**config.mk**
```make
export PLATFORM = sky130hd
export DESIGN_NAME = if_stage
export DESIGN_NICKNAME = d
export VERILOG_FILES = /design/src/rtl/if_stage.sv
export SDC_FILE = /design/constraint.sdc
export NUM_CORES = 1
export LEC_CHECK = 0
export BUFFER_PORTS_ARGS = -buffer_cell sky130_fd_sc_hd__buf_2
export CAP_MARGIN = 20
export CORE_MARGIN = 3
export CORE_UTILIZATION = 35
export DETAILED_ROUTE_END_ITERATION = 10
export SYNTH_ARGS = -nofsm -noshare
export SYNTH_HDL_FRONTEND = slang
export SYNTH_SLANG_ARGS = --single-unit
```
**constraint.sdc**
```tcl
create_clock -name clk -period 2.6 [get_ports clk]
set_input_delay 0.39 -clock clk [delete_from_list [all_inputs] [get_ports clk]]
set_output_delay 0.39 -clock clk [all_outputs]
set_load 0.02 [all_outputs]
```
**src/rtl/if_stage.sv**
```systemverilog
// Instruction fetch stage: PC sequencing, imem handshake and IF/ID register.
// One-entry hold buffer absorbs a fetch that lands while decode is stalled.
module if_stage #(
  parameter logic [31:0] RESET_PC = 32'h0000_0000
) (
  input  logic        clk,
  input  logic        rst_n,
  output logic        imem_req,
  output logic [31:0] imem_addr,
  input  logic        imem_ack,
  input  logic [31:0] imem_rdata,
  input  logic        stall,
  input  logic        redirect,
  input  logic [31:0] redirect_pc,
  output logic        id_valid,
  output logic [31:0] id_instr,
  output logic [31:0] id_pcplus4
);

  typedef enum logic [1:0] {
    FETCH,
    HOLD,
    DROP
  } state_t;

  typedef struct packed {
    logic [31:0] instr;
    logic [31:0] pcplus4;
  } if_id_t;

  localparam logic [31:0] PC_INIT = {RESET_PC[31:2], 2'b00};

  state_t      state;
  state_t      state_nx;
  logic [31:0] pc;
  logic [31:0] pc_nx;
  logic [31:0] drop_addr;
  logic [31:0] drop_addr_nx;
  if_id_t      id_q;
  if_id_t      id_nx;
  if_id_t      hold_q;
  if_id_t      hold_nx;
  logic        valid_q;
  logic        valid_nx;

  logic [31:0] pc_inc;
  logic [31:0] tgt;
  logic        ack;

  assign pc_inc = pc + 32'd4;
  assign tgt    = {redirect_pc[31:2], 2'b00};
  assign ack    = imem_ack & imem_req;

  assign imem_req   = (state != HOLD);
  // DROP keeps presenting the abandoned address until its ack drains.
  assign imem_addr  = (state == DROP) ? drop_addr : pc;
  assign id_valid   = valid_q;
  assign id_instr   = id_q.instr;
  assign id_pcplus4 = id_q.pcplus4;

  always_comb begin
    state_nx     = state;
    pc_nx        = pc;
    drop_addr_nx = drop_addr;
    id_nx        = id_q;
    hold_nx      = hold_q;
    valid_nx     = valid_q;
    unique case (state)
      FETCH: begin
        if (redirect) begin
          pc_nx    = tgt;
          valid_nx = 1'b0;
          if (!ack) begin
            state_nx     = DROP;
            drop_addr_nx = pc;
          end
        end else if (ack) begin
          pc_nx = pc_inc;
          if (!valid_q || !stall) begin
            id_nx    = '{instr: imem_rdata, pcplus4: pc_inc};
            valid_nx = 1'b1;
          end else begin
            hold_nx  = '{instr: imem_rdata, pcplus4: pc_inc};
            state_nx = HOLD;
          end
        end else if (!stall) begin
          valid_nx = 1'b0;
        end
      end
      HOLD: begin
        if (redirect) begin
          pc_nx    = tgt;
          valid_nx = 1'b0;
          state_nx = FETCH;
        end else if (!stall) begin
          id_nx    = hold_q;
          valid_nx = 1'b1;
          state_nx = FETCH;
        end
      end
      DROP: begin
        valid_nx = 1'b0;
        if (redirect) begin
          pc_nx = tgt;
        end
        if (ack) begin
          state_nx = FETCH;
        end
      end
      default: begin
        state_nx = FETCH;
      end
    endcase
  end

  always_ff @(posedge clk or negedge rst_n) begin
    if (!rst_n) begin
      state     <= FETCH;
      pc        <= PC_INIT;
      drop_addr <= '0;
      id_q      <= '0;
      hold_q    <= '0;
      valid_q   <= 1'b0;
    end else begin
      state     <= state_nx;
      pc        <= pc_nx;
      drop_addr <= drop_addr_nx;
      id_q      <= id_nx;
      hold_q    <= hold_nx;
      valid_q   <= valid_nx;
    end
  end

endmodule

```
==> flow_summary.json, run 1 <==
{
  "grt_max_degree": 74,
  "area_growth_pct": 20.96,
  "antenna_found_initial": 0,
  "coreArea_sq_um": 25470,
  "via_per_inst": 5.188,
  "async_flop_share_pct": 100.0,
  "highest_layer": "met4",
  "grt-ovfl-total": 0,
  "hold_violations": 0,
  "drtIter0Drc": 626,
  "wl_met1_microns": 12050,
  "wl_microns": 23880,
  "fin_setup_tns_ns": 0,
  "reg2reg_from": "state[0]",
  "report.final.slew_viol_count": 0,
  "slowest_delay_ns": 0.47,
  "fin_skew_ns": 0.01578,
  "cts_tree": "built",
  "gp_congestion": 0.8766,
  "min_path_type": "in -> reg",
  "synth_top_area_cell": "dfrtp_1",
  "critPathMaxFanout": 34,
  "reg2reg_depth": 8,
  "die_h_microns": 168.0,
  "nets": 1112,
  "routedWlPerCell_microns": 17.30,
  "path_cells": "inv_1 -> ha_1 -> buf_12 -> mux2_2 -> buf_2",
  "rows": 58,
  "syn_area_sq_um": 9180,
  "ys_seq_elements": 187,
  "yosys_warnings": 0,
  "drc": 0,
  "worstSetupEndpointType": "primary output",
  "cts_root_buffer": "clkbuf_16",
  "ff2ff_setup_slack_ns": 0.27,
  "fillers": 2433,
  "finalCritPeriodShare_pct": 94.51,
  "start_util_pct": 36.04,
  "power_density_nw_per_um2": 1352,
  "worstPathArrival_ns": 2.07,
  "slowest_stage": "dfrtp_1",
  "grt.total_usage_pct": 17.07,
  "clk_pin_slew_ns": 0.08,
  "dp_cells": 1347,
  "setup_viol": 0,
  "wl_met2_microns": 10260,
  "critPathTopFamily": "buffers and inverters",
  "layout-drive-gt1-share_pct": 32.00,
  "vias": 7159,
  "synth.top_cell.area_share_pct": 50.97,
  "r2r_end": "id_pcplus4[31]",
  "slew_headroom_pct": 58.83,
  "worstMarginPinSlew_ns": 0.6176,
  "yosysSeqAreaShare_pct": 50.97,
  "dieWidth_microns": 168.0,
  "ios": 167,
  "clk_path_buf_depth": 2,
  "start_kind": "flip-flop",
  "synth_ff_type": "dfrtp_1",
  "diodes": 0,
  "ir_worst_vdd_mv": 0.5992,
  "firstDrtPassIters": 5,
  "syn_avg_cell_area_sq_um": 10.23,
  "outcome": "finished, final reports clean",
  "clock.fmax_mhz": 407.0,
  "portBuffers": 160,
  "leakage_uw": 0.004936,
  "cts.sinks": 187,
  "layout_common_cells": "dfrtp_1 (187), buf_2 (159), nand2_1 (100), mux2_2 (93), o21ai_0 (78)",
  "path_class": "reg -> out",
  "synth_edf_count": 0,
  "wl_met3_microns": 1226,
  "fp.dieArea_sq_um": 28210,
  "detail-route-antenna-nets": 0,
  "multi_input_area_sq_um": 4151,
  "cts_inserted_buffers": 17,
  "path_buf_inv": 3,
  "fin_crit_ns": 2.457,
  "crit_end": "imem_addr[19]",
  "final_common_cell": "dfrtp_1",
  "rsz0062_at_grt": "false",
  "register_area_sq_um": 4679,
  "dp.final_hpwl_microns": 17010,
  "h-tree-depth": 4,
  "path_depth": 5,
  "grt_pass1_wl_microns": 38540,
  "cap_violations": 0,
  "cp-startpoint": "state[0]",
  "synthCells": 897,
  "required_ns": 2.21,
  "clk_latency_ns": 0.44,
  "grt_pass1_vias": 6861,
  "yosysUniqueCellTypes": 56,
  "fin_cells": 1380,
  "synthTopCellsByArea": "dfrtp_1 (51%), mux2_2 (11%), o21ai_0 (4.3%)"
}
-- power breakdown --
| part | internal, uW | total, uW | switching [uW] |
|---|---|---|---|
| sequential | 4220 | 5150 | 933 |
| clock | 1380 | 2670 | 1290 |
| combinational | 2900 | 7190 | 4290 |
-- worst reg2reg max path, delay by kind of cell, from the launching register on --
| family | cells | cell delay (ns) |
|---|---|---|
| buffers and inverters | 2 | 0.38 |
| flip-flops | 1 | 0.47 |
| AO/OA/AOI/OAI | 3 | 0.47 |
| AND/OR/NAND/NOR | 2 | 0.55 |
| adder cells (fa/ha/maj) | 1 | 0.32 |
-- worst min path at each step --
stage,to,start,slack [ns],cells past startpoint
floorplan,drop_addr[10],rst_n,0.09,0
global placement,id_instr[25],rst_n,0.46,1
detailed placement,id_instr[25],rst_n,0.46,1
CTS,hold_q[54],imem_rdata[22],0.18,2
global route,hold_q[53],imem_rdata[21],0.19,2
finish,hold_q[54],imem_rdata[22],0.20,2
-- cell usage after synthesis (8+ instances only) --
library cell / number
nand2_1: 101
o22ai_1: 14
dfrtp_1: 187
mux2i_1: 36
nor2_1: 54
mux2_2: 93
a2bb2oi_1: 13
nand4_1: 11
o211ai_1: 10
nand3_1: 27
clkbuf_1: 54
inv_1: 14
xnor2_1: 12
a21oi_1: 52
nor4_1: 13
buf_1: 9
o21ai_0: 78
nor3_1: 8
o31ai_1: 10
-- what timing repair did --
action                                 in CTS  in global routing
endpoints found under the hold margin      13                  0
setup endpoints to repair                   0                  7
gates resized for setup                     0                  1
hold buffers                                1                  0
buffers inserted                            0                  0
-- state kept, by name, summed over array words and instances, names as in the netlist --
name	count
id_valid	1
id_instr	32
pc	30
id_pcplus4	30
state	2
hold_q	62
drop_addr	30
-- final cells by class --
type	instances	area share [%]
Sequential cell	187	42.14
Tap cell	330	3.718
Timing Repair Buffer	197	10.83
Clock inverter	15	1.589
Clock buffer	17	3.831
Inverter	15	0.5070
Multi-Input combinational cell	619	37.39
-- routing by layer --
metal	track usage, %	up-vias
met4	4.162	0
li1	-	3472
met3	3.240	24
met5	0	-
met2	25.03	213
met1	26.03	3450
-- through the flow --
stage / hold slack [ns] / utilization (%) / instance area, sq um / setup WS [ns] / power (uW)
floorplan: 0.09441 / - / 9191 / 0.4603 / 10020
global placement: 0.4556 / 41.18 / 10490 / 0.2748 / 12270
detailed placement: 0.4576 / 41.18 / 10490 / 0.2300 / 12450
CTS: 0.1789 / 43.58 / 11100 / 0.1189 / 15170
global route: 0.1938 / 43.59 / 11100 / 0.02021 / 16160
finish: 0.2005 / 43.59 / 11100 / 0.1427 / 15010
-- logic make-up (layout without fill, tap and decap cells) --
family | count (synthesis) | after routing | share of synthesized area, %
xor+xnor | 19 | 19 | 1.813
other cells | 1 | 4 | 0.04085
fa+ha+maj | 6 | 6 | 0.8178
mux | 129 | 129 | 15.33
simple gates | 250 | 250 | 12.92
compound gates | 211 | 211 | 13.78
flops | 187 | 187 | 50.97
buf+inv | 94 | 244 | 4.320
Note: power is estimated with default switching activity, not from simulation.
==> run 2: changes to the inputs <==
--- a/config.mk
+++ b/config.mk
@@ -10,6 +10,7 @@
 export CORE_MARGIN = 3
 export CORE_UTILIZATION = 35
 export DETAILED_ROUTE_END_ITERATION = 10
+export GPL_TIMING_DRIVEN = 0
 export SYNTH_ARGS = -nofsm -noshare
 export SYNTH_HDL_FRONTEND = slang
 export SYNTH_SLANG_ARGS = --single-unit
==> run 2 against run 1 <==
Net effect: final cell count increased by 3.1%; global-route usage increased by 1.6 points; maximum frequency decreased by 1.0%; sequential power decreased by 3%; total power increased by 1.2%; critical endpoint is now imem_addr[8].
==> flow_summary.json, run 2 (same netlist as run 1, synthesis figures left out) <==
{
  "outcome": "finished, final reports clean",
  "cts_inserted_buffers": 17,
  "largest-register": "hold_q",
  "drtIter0Drc": 538,
  "stdcell_area_sq_um": 11130,
  "min_path_type": "in -> reg",
  "finalCritPeriodShare_pct": 95.47,
  "final_common_cell": "dfrtp_1",
  "place_area_sq_um": 10440,
  "detail-route-antenna-nets": 0,
  "die_h_microns": 168.0,
  "grt_pass1_wl_microns": 41630,
  "slowest_delay_ns": 0.43,
  "required_ns": 2.21,
  "path_buf_inv": 3,
  "slew_headroom_pct": 49.29,
  "pre_cts_ws_ns": -0.3296,
  "critPathTopFamily": "buffers and inverters",
  "fin_crit_ns": 2.482,
  "rows": 58,
  "cts_root_buffer": "clkbuf_16",
  "coreArea_sq_um": 25470,
  "wl_microns": 26420,
  "dp.final_hpwl_microns": 19360,
  "ir_worst_vdd_mv": 0.6482,
  "grt-ovfl-total": 0,
  "layout-drive-gt1-share_pct": 31.75,
  "clk_pin_slew_ns": 0.08,
  "clk_path_buf_depth": 2,
  "critPathMaxFanout": 10,
  "area_growth_pct": 21.26,
  "hold_violations": 0,
  "fillers": 2513,
  "path_cells": "inv_1 -> ha_2 -> clkbuf_4 -> mux2_2 -> buf_2",
  "drc": 0,
  "setup_ws_ns": 0.1178,
  "worstMarginPinSlew_ns": 0.7607,
  "ios": 167,
  "layout_common_cells": "dfrtp_1 (187), buf_2 (166), nand2_1 (101), mux2_2 (93), o21ai_0 (78)",
  "slowest_stage": "dfrtp_1",
  "clock.fmax_mhz": 402.9,
  "h-tree-depth": 4,
  "cp-startpoint": "state[0]",
  "worstSetupEndpointType": "primary output",
  "power_density_nw_per_um2": 1365,
  "firstDrtPassIters": 5,
  "antenna_found_initial": 0,
  "cts_tree": "built",
  "cts.sinks": 187,
  "clk_latency_ns": 0.43,
  "path_class": "reg -> out",
  "grt_pass1_vias": 7245,
  "grt_max_degree": 105,
  "fin_util_pct": 43.70,
  "reg2reg_from": "state[1]",
  "leakage_uw": 0.004978,
  "fp.dieArea_sq_um": 28210,
  "nets": 1155,
  "register_area_sq_um": 4679,
  "setup_viol": 0,
  "min_from": "imem_rdata[20]",
  "gp_congestion": 0.8539,
  "diodes": 0,
  "start_kind": "flip-flop",
  "fin_skew_ns": 0.01099,
  "dieWidth_microns": 168.0,
  "portBuffers": 159,
  "worstPathArrival_ns": 2.09,
  "rsz0062_at_grt": "true",
  "via_per_inst": 5.257,
  "cap_violations": 0,
  "largest_register_ffs": 62,
  "routedWlPerCell_microns": 18.57,
  "grt.total_usage_pct": 18.66,
  "report.final.slew_viol_count": 0,
  "fin_setup_tns_ns": 0,
  "start_util_pct": 36.04,
  "worst_hold_slack_ns": 0.1885,
  "multi_input_area_sq_um": 4150,
  "vias": 7480
}
## run 2: cell types whose count changed in the layout (fill, tap and decap cells not counted), moves of 3 or more
cell	previous run	this run
buf_2	159	166
clkbuf_4	0	3
clkbuf_2	0	26
buf_4	27	9
clkinv_4	3	0
clkbuf_1	0	25
nor4_1	13	10
buf_12	9	0
buf_1	0	7
## run 2: metal layers
metal	wire (microns)	GRT usage [%]	up-vias	share of wire, %
met1	12660	27.36	3648	48
li1	-	-	3543	-
met3	1686	3.616	16	6.4
met4	207	3.735	0	0.78
met5	0	0	-	0
met2	11860	28.94	273	45
## run 2: timing repair
action	CTS	global route
buffers inserted	0	2
hold buffers	1	0
hold endpoints to repair	57	0
setup endpoints to repair	125	133
resized for setup	19	36
## run 2: area by class of cell
class	instances	share of cell area, %
well taps	330	3.709
clock buffers	17	3.822
inverters	15	0.5058
repair buffers	163	7.710
flip-flops and latches	187	42.04
plain buffers	77	3.383
clock inverters	15	1.551
multi-input cells	619	37.28
## run 2: worst paths after layout
path	end	slack, ns	cells past startpoint
min reg2reg	id_pcplus4[26]	0.47	2
min in group asynchronous	id_instr[20]	0.54	2
max	imem_addr[8]	0.12	5
min	hold_q[52]	0.19	2
max reg2reg	id_instr[13]	0.16	7
max in group asynchronous	drop_addr[27]	1.09	3
## run 2: per-stage QoR
stage / total power, uW / cells
floorplan: 10020 / 900
global placement: 12310 / 1389
detailed placement: 12490 / 1390
CTS: 15230 / 1421
global route: 16270 / 1423
finish: 15190 / 1423
## run 2: power breakdown
part / internal, uW / total, uW / switching, uW
clock: 1380 / 2700 / 1320
combinational: 2830 / 7520 / 4690
sequential: 4220 / 4970 / 751
total: 8430 / 15200 / 6760
